File: config.mk
export PLATFORM = sky130hd
export DESIGN_NAME = riscv_ctrl_aludec_mseq
export DESIGN_NICKNAME = d
export VERILOG_FILES = /design/src/rtl/riscv_ctrl_aludec_mseq.sv
export SDC_FILE = /design/constraint.sdc
export NUM_CORES = 1
export LEC_CHECK = 0
export CAP_MARGIN = 20
export CORE_ASPECT_RATIO = 0.75
export CORE_MARGIN = 2
export CORE_UTILIZATION = 48
export CTS_CLUSTER_DIAMETER = 100
export CTS_CLUSTER_SIZE = 25
export DETAILED_ROUTE_END_ITERATION = 7
export HOLD_SLACK_MARGIN = 0.03
export PLACE_DENSITY = 0.78
export SLEW_MARGIN = 20
export SYNTH_ARGS = -nofsm -noshare
export SYNTH_HDL_FRONTEND = slang
export SYNTH_SLANG_ARGS = --single-unit
File: constraint.sdc
create_clock -name iclk -period 2.15 [get_ports iclk]
set_clock_uncertainty 0.15 [all_clocks]
set_input_delay 0.5375 -clock iclk [delete_from_list [all_inputs] [get_ports iclk]]
set_output_delay 0.5375 -clock iclk [all_outputs]
set_load 0.02 [all_outputs]
File: src/rtl/riscv_ctrl_aludec_mseq.sv
// ALU control decoder with optional RV32M decode and multi-cycle sequencing.
// Base integer ops decode combinationally. MUL*/DIV*/REM* issue a one-cycle
// start pulse and hold decode stalled until the M-unit result is due.

`ifndef RISCV_ALU_ADD_OP
`define RISCV_ALU_ADD_OP  4'b0000
`endif
`ifndef RISCV_ALU_SL_OP
`define RISCV_ALU_SL_OP   4'b0001
`endif
`ifndef RISCV_ALU_SLT_OP
`define RISCV_ALU_SLT_OP  4'b0010
`endif
`ifndef RISCV_ALU_SLTU_OP
`define RISCV_ALU_SLTU_OP 4'b0011
`endif
`ifndef RISCV_ALU_XOR_OP
`define RISCV_ALU_XOR_OP  4'b0100
`endif
`ifndef RISCV_ALU_SR_OP
`define RISCV_ALU_SR_OP   4'b0101
`endif
`ifndef RISCV_ALU_OR_OP
`define RISCV_ALU_OR_OP   4'b0110
`endif
`ifndef RISCV_ALU_AND_OP
`define RISCV_ALU_AND_OP  4'b0111
`endif
`ifndef RISCV_ALU_SUB_OP
`define RISCV_ALU_SUB_OP  4'b1000
`endif
`ifndef RISCV_ALU_SRA_OP
`define RISCV_ALU_SRA_OP  4'b1101
`endif

module riscv_ctrl_aludec_mseq #(
    parameter int CTRL_W  = 5,
    parameter int MEXT_EN = 1,
    parameter int MUL_LAT = 2,
    parameter int DIV_LAT = 33
) (
    input  logic              iclk,
    input  logic              irst,
    input  logic              ivalid,
    input  logic              iflush,
    input  logic [1:0]        ialu_op,
    input  logic              iop_b5,
    input  logic [2:0]        ifunct3,
    input  logic              ifunct7_b5,
    input  logic              ifunct7_b0,
    output logic [CTRL_W-1:0] oalu_ctrl,
    output logic [1:0]        ounit_sel,
    output logic              ostart,
    output logic              ostall,
    output logic              odone,
    output logic              obusy
);

    localparam int MAX_LAT = (MUL_LAT > DIV_LAT) ? MUL_LAT : DIV_LAT;
    localparam int CNT_W   = (MAX_LAT < 1) ? 1 : $clog2(MAX_LAT + 1);
    // Counter preload is LAT-2: the issue cycle and the done cycle are not counted.
    localparam int MUL_LD  = (MUL_LAT > 1) ? MUL_LAT - 2 : 0;
    localparam int DIV_LD  = (DIV_LAT > 1) ? DIV_LAT - 2 : 0;
    localparam bit MEXT    = (MEXT_EN != 0);

    typedef enum logic [1:0] {
        S_IDLE  = 2'b00,
        S_MBUSY = 2'b01,
        S_DBUSY = 2'b10
    } state_e;

    state_e              state_q, state_d;
    logic [CNT_W-1:0]    cnt_q, cnt_d;
    logic [CTRL_W-1:0]   lctrl_q, lctrl_d;
    logic [1:0]          lunit_q, lunit_d;

    logic [3:0]          base_code;
    logic                mop;
    logic                is_div;
    logic                lat_one;
    logic                issue;
    logic [CTRL_W-1:0]   mcode;
    logic [1:0]          munit;

    assign mop     = MEXT & ialu_op[1] & iop_b5 & ifunct7_b0;
    assign is_div  = ifunct3[2];
    assign lat_one = is_div ? (DIV_LAT == 1) : (MUL_LAT == 1);
    // M-op codes are 16 + funct3.
    assign mcode   = CTRL_W'({2'b10, ifunct3});
    assign munit   = is_div ? 2'b10 : 2'b01;
    assign issue   = (state_q == S_IDLE) & ivalid & mop & ~iflush & ~irst;

    // Base-ISA funct decode
    always_comb begin
        base_code = `RISCV_ALU_ADD_OP;
        if (!ialu_op[1]) begin
            base_code = ialu_op[0] ? `RISCV_ALU_SUB_OP : `RISCV_ALU_ADD_OP;
        end else begin
            case (ifunct3)
                3'b000:  base_code = (ifunct7_b5 & iop_b5) ? `RISCV_ALU_SUB_OP : `RISCV_ALU_ADD_OP;
                3'b001:  base_code = `RISCV_ALU_SL_OP;
                3'b010:  base_code = `RISCV_ALU_SLT_OP;
                3'b011:  base_code = `RISCV_ALU_SLTU_OP;
                3'b100:  base_code = `RISCV_ALU_XOR_OP;
                3'b101:  base_code = ifunct7_b5 ? `RISCV_ALU_SRA_OP : `RISCV_ALU_SR_OP;
                3'b110:  base_code = `RISCV_ALU_OR_OP;
                default: base_code = `RISCV_ALU_AND_OP;
            endcase
        end
    end

    // State, counter and latched-op registers
    always_ff @(posedge iclk) begin
        if (irst) begin
            state_q <= S_IDLE;
            cnt_q   <= '0;
            lctrl_q <= '0;
            lunit_q <= 2'b00;
        end else begin
            state_q <= state_d;
            cnt_q   <= cnt_d;
            lctrl_q <= lctrl_d;
            lunit_q <= lunit_d;
        end
    end

    // Next-state: issue multi-cycle ops, count down while busy, abort on flush
    always_comb begin
        state_d = state_q;
        cnt_d   = cnt_q;
        lctrl_d = lctrl_q;
        lunit_d = lunit_q;
        case (state_q)
            S_IDLE: begin
                // Single-cycle M-ops finish in the issue cycle and never leave IDLE.
                if (issue && !lat_one) begin
                    state_d = is_div ? S_DBUSY : S_MBUSY;
                    cnt_d   = is_div ? CNT_W'(DIV_LD) : CNT_W'(MUL_LD);
                    lctrl_d = mcode;
                    lunit_d = munit;
                end
            end
            S_MBUSY, S_DBUSY: begin
                if (cnt_q == '0) state_d = S_IDLE;
                else             cnt_d   = cnt_q - 1'b1;
            end
            default: begin
                state_d = S_IDLE;
                cnt_d   = '0;
            end
        endcase
        if (iflush || !MEXT) begin
            state_d = S_IDLE;
            cnt_d   = '0;
        end
    end

    // Outputs: combinational decode in IDLE, latched op while busy
    always_comb begin
        oalu_ctrl = CTRL_W'(base_code);
        ounit_sel = 2'b00;
        ostart    = 1'b0;
        ostall    = 1'b0;
        odone     = 1'b0;
        obusy     = 1'b0;
        case (state_q)
            S_MBUSY, S_DBUSY: begin
                oalu_ctrl = lctrl_q;
                ounit_sel = lunit_q;
                obusy     = 1'b1;
                ostall    = (cnt_q != '0);
                odone     = (cnt_q == '0);
            end
            default: begin
                if (mop) begin
                    oalu_ctrl = mcode;
                    ounit_sel = munit;
                    if (ivalid) begin
                        ostart = 1'b1;
                        ostall = ~lat_one;
                        odone  = lat_one;
                    end
                end
            end
        endcase
        if (iflush) begin
            ostart = 1'b0;
            ostall = 1'b0;
            odone  = 1'b0;
        end
        // Reset cycle shows no handshake activity, so an op hit by reset never reports done.
        if (irst || !MEXT) begin
            ostart = 1'b0;
            ostall = 1'b0;
            odone  = 1'b0;
            obusy  = 1'b0;
        end
    end

endmodule

== Yosys cells after proc, flatten, opt, wreduce, memory -nomap -nowiden ==
Cells that the tools add are included.
Word-level totals
  register bits: 14
  bits of input ports: 12
  output and inout bits: 11
  word-level logic and storage cells: 64
Cells by class
  add/subtract/negate cells: 1
  equality and inequality tests: 11
  multiplexer cells: 30
  bitwise operators: 9
  reduce and logical (&&, ||, !) cells: 9
Operators by type and width (number)
  $pmux 4 s7: 1
  $mux 4: 4
  $mux 5: 3
  $mux 1: 13
  $mux 6: 2
  $pmux 6 s2: 1
  $mux 2: 5
  $eq 3x3->1 const B: 3
  $and 1x1->1: 7
  $eq 3x2->1 const B: 2
  $logic_not 6->1: 1
  $ne 2x2->1 const B: 3
  $reduce_and 2->1: 3
  $reduce_bool 6->1: 1
  $sub 6x1->6 const B: 1
  $pmux 2 s2: 1
  $reduce_or 2->1: 2
  $eq 3x1->1 const B: 1
  $logic_not 3->1: 1
  $eq 2x1->1 const B: 1
  $eq 2x2->1 const B: 1
  $logic_not 2->1: 1
  $not 1->1: 2

== Depth between registers and ports, before layout ==
  word-level depth: 7
  mapped depth: 7
  mapped depth without buffers: 6

== Worst setup path after synthesis ==
No wires, ideal clock.
  path type: flip-flop to output port
  from: register state_q[0]
  to: output ounit_sel[0]
  data arrival time: 1607 ps
  data required time: 1462 ps
  setup slack: -144 ps
  cell stages (with the launch flop): 6
  buffers on the path: 2
  cells stage by stage: dfxtp_1 > inv_1 > ha_1 > clkbuf_1 > clkbuf_1 > o31ai_1
On the way
  cells in the longest elaborated chain, start to end: 3
  elaborated cells between the ends (all ways): 4
  those cells by class: 2 x eq/ne; 1 x mux; 1 x reduce/logical
RTL lines
  start: declaration: RTL line 72  | state_e state_q, state_d;
  start signal: assignment: RTL line 120  | state_q <= state_d;
  $eq 2x1->1 or $eq 2x2->1 (tied branches): RTL line 166  | case (state_q)
  $reduce_or 2->1 *: RTL line 166
  $mux 2 *: RTL line 166
  end: declaration: RTL line 52  | output logic [1:0] ounit_sel,
Mark *: on every way between the ends. The rest lies on a longest branch, timed or not.

== Final worst setup path ==
  from: register cnt_q[0]
  to: output ostall
On the way
  cells in the longest elaborated chain, start to end: 4
RTL lines
  start: declaration: RTL line 73  | logic [CNT_W-1:0] cnt_q, cnt_d;
  start signal: assignment: RTL line 121  | cnt_q <= cnt_d;
  $reduce_bool 6->1: RTL line 171  | ostall = (cnt_q != '0);
  $mux 1: RTL line 166
  $mux 1: RTL line 186  | if (iflush) begin
  $mux 1: RTL line 192  | if (irst || !MEXT) begin
  end: declaration: RTL line 54  | output logic ostall,
Every way passes these cells.

==> results.yml <==
critical_path:
  crit_start: "cnt_q[0]$_SDFFE_PP0P_"
  reg2regPathDepth: 8
  timing.rr.start: "cnt_q[0]$_SDFFE_PP0P_"
  endpoint_kind: "output pin"
  crit_type: "flop to output pin"
  rrSetupSlack_ns: 0.39
  setup.worst_path.start_class: "flop"
  cp.required_ns: 1.46
  arrival_ns: 1.49
  r2r-end: "cnt_q[4]$_SDFFE_PP0P_"
  crit_fanout: 2
yosys:
  postSynthCellCount: 113
  yosysSeqAreaShare_pct: 28.0
  synth_edf_count: 0
  yosys_warnings: 0
  syn_area_sq_um: 930
  async_reset_ff_share_pct: 0
  synth_ff_type: "dfxtp_1"
  syn_nets: 129
  avgSynthCellArea_sq_um: 8.23
  synth.distinct_cells: 45
  ys_ff_latch: 13
route:
  vias_per_cell: 5.74
  ant_nets: 0
  wirelength_um: 3030
  routedWlPerCell_um: 16.1
  drt-pass1-iter-count: 4
  drt_iter0_drc: 23
  drc: 0
  vias: 1085
worst_hold_path:
  min_to: "lctrl_q[4]$_SDFFE_PP0P_"
  hp-start: "lctrl_q[4]$_SDFFE_PP0P_"
  hold_path_depth: 2
  hold_path.class: "flop to flop"
clocking:
  root_buffer: "clkbuf_4"
  insertion_delay_ns: 0.28
  clock_path_buffers: 2
  cts_num_sinks: 13
  cts.hold.buffers_added: 0
  cts_made_buffers: 3
  htree_levels: 1
  cts_tree: "built"
  clkTransAtPathRegs_ns: 0.09
grt:
  grt_util_all_layers_pct: 27.0
  grt_pass1_vias: 1027
  grt_pass1_wl_um: 4540
  overflow: 0
  antenna_found_initial: 0
  grt_max_degree: 12
floorplanning:
  core_area_sq_mm: 0.00177
  io_pins: 23
  die_h_um: 42.1
  die_area_sq_mm: 0.00231
  fp-row-count: 13
  die_x_um: 54.8
  start_util_pct: 52.4
layout:
  layout-drive-gt1-share_pct: 51.5
  layout.nets: 184
  final.fill_count: 89
  seq_area_sq_um: 265
  multi_input_area_sq_um: 727
  layout_commonest_cell: "buf_4"
  instances_no_fill: 189
  antenna_cells: 0
  syn_to_final_growth_pct: 66.4
  mostFrequentLayoutCells: "32 x buf_4, 12 x nand2_1, 10 x buf_6"
power:
  vdd_drop_max_uv: 461
  p_per_area_mw_per_mm2: 350
  power.leakage_nw: 0.664
  p_total_mw: 0.542
outcome:
  status: "finished with violations"
  violations: "setup timing"
timing:
  fin_tns_setup_ns: -0.0534
  worst_slew_pin_slew_ns: 0.356
  layout_min_cycle_time_ns: 2.17
  period_share_pct: 101
  max_slew_margin_pct: 76.1
  setup_viol_count_final: 6
  finalHoldViolCount: 0
  maxSlewViolCount: 0
  whs_ns: 0.339
  rsz0062_at_grt: "yes"
  fmax_mhz: 460
  fin_ws_ns: -0.0249
place:
  io_buffers: 22
  place.gp.congestion: 0.924
  dp_hpwl_um: 2010
  dpl.cell_count: 182
job:
  maxCapViolations: 0
-- sequential cells by signal (all words and copies together) (netlist names) --
register	cells
state_q	2
lunit_q	1
lctrl_q	4
cnt_q	6
-- final cells by class --
| cell class | count | share of cell area (%) |
|---|---|---|
| multi-input cells | 87 | 47.0 |
| repair buffers | 54 | 30.0 |
| flip-flops and latches | 13 | 17.2 |
| inverters | 9 | 2.35 |
| well taps | 22 | 1.78 |
| clock buffers | 4 | 1.70 |
-- repair_timing --
action                                  CTS  global route
endpoints found under the setup margin   11            11
gates resized for setup                  90            28
pin swaps                                 9            11
setup buffers                             2             2
-- cells in the mapped netlist, drive strengths merged, types with 3 or more instances --
master   n  area [sq um]
a21oi    6          33.8
a31o     3          35.0
dfxtp   13           260
ha       4          50.1
inv      9          33.8
mux2i    4          40.0
nand2   17          71.3
nand3    5          30.0
nor2     8          37.5
nor3     5          25.0
o21ai    7          35.0
-- how the worst max path moves through the flow --
stage	end	slack [ns]	cells after the start
floorplan	oalu_ctrl[0]	-0.07	5
global placement	oalu_ctrl[3]	-0.72	5
detailed placement	oalu_ctrl[3]	-0.77	5
CTS	odone	-0.04	7
global route	ostall	-0.11	6
finish	ostall	-0.02	6
-- metrics by stage --
step           utilization (%)  worst slack, ns  instance area [sq um]
2_1_floorplan                -          -0.0746                    940
3_5_place_dp              78.6           -0.769                   1390
5_1_grt                   87.2           -0.106                   1550
6_report                  87.2          -0.0249                   1550
3_3_place_gp              78.6           -0.720                   1390
4_1_cts                   83.5          -0.0449                   1480
-- critical path, stage by stage (launching register included) --
cell and delay (ns):
dfxtp_2 0.33, inv_2 0.07, ha_4 0.12, nor3b_4 0.26
a21oi_4 0.09, a21o_1 0.20, buf_6 0.13
-- kinds of logic after synthesis --
family / Yosys count / synth area share (%)
compound gates: 29 / 23.4
xor+xnor: 2 / 1.88
fa+ha+maj: 4 / 5.38
buf+inv: 13 / 6.19
flops: 13 / 28.0
mux: 4 / 4.31
simple gates: 48 / 30.8
-- metal layers --
metal | GRT usage, % | wire, um | share of wire (%) | vias to the layer above
met4 | 6.00 | 53 | 1.7 | 0
met3 | 6.79 | 155 | 5.1 | 6
met1 | 33.5 | 1330 | 44 | 518
met5 | 0 | 0 | 0 | -
met2 | 45.5 | 1500 | 49 | 39
li1 | - | - | - | 522
-- where the power goes --
| part | internal [mW] | switching [mW] | leakage [nW] |
|---|---|---|---|
| registers | 0.242 | 0.00128 | 0.107 |
| logic | 0.0657 | 0.0695 | 0.542 |
| clock network | 0.0721 | 0.0910 | 0.0150 |
| total | 0.380 | 0.162 | 0.664 |
Power figures use the tool's default switching activity.
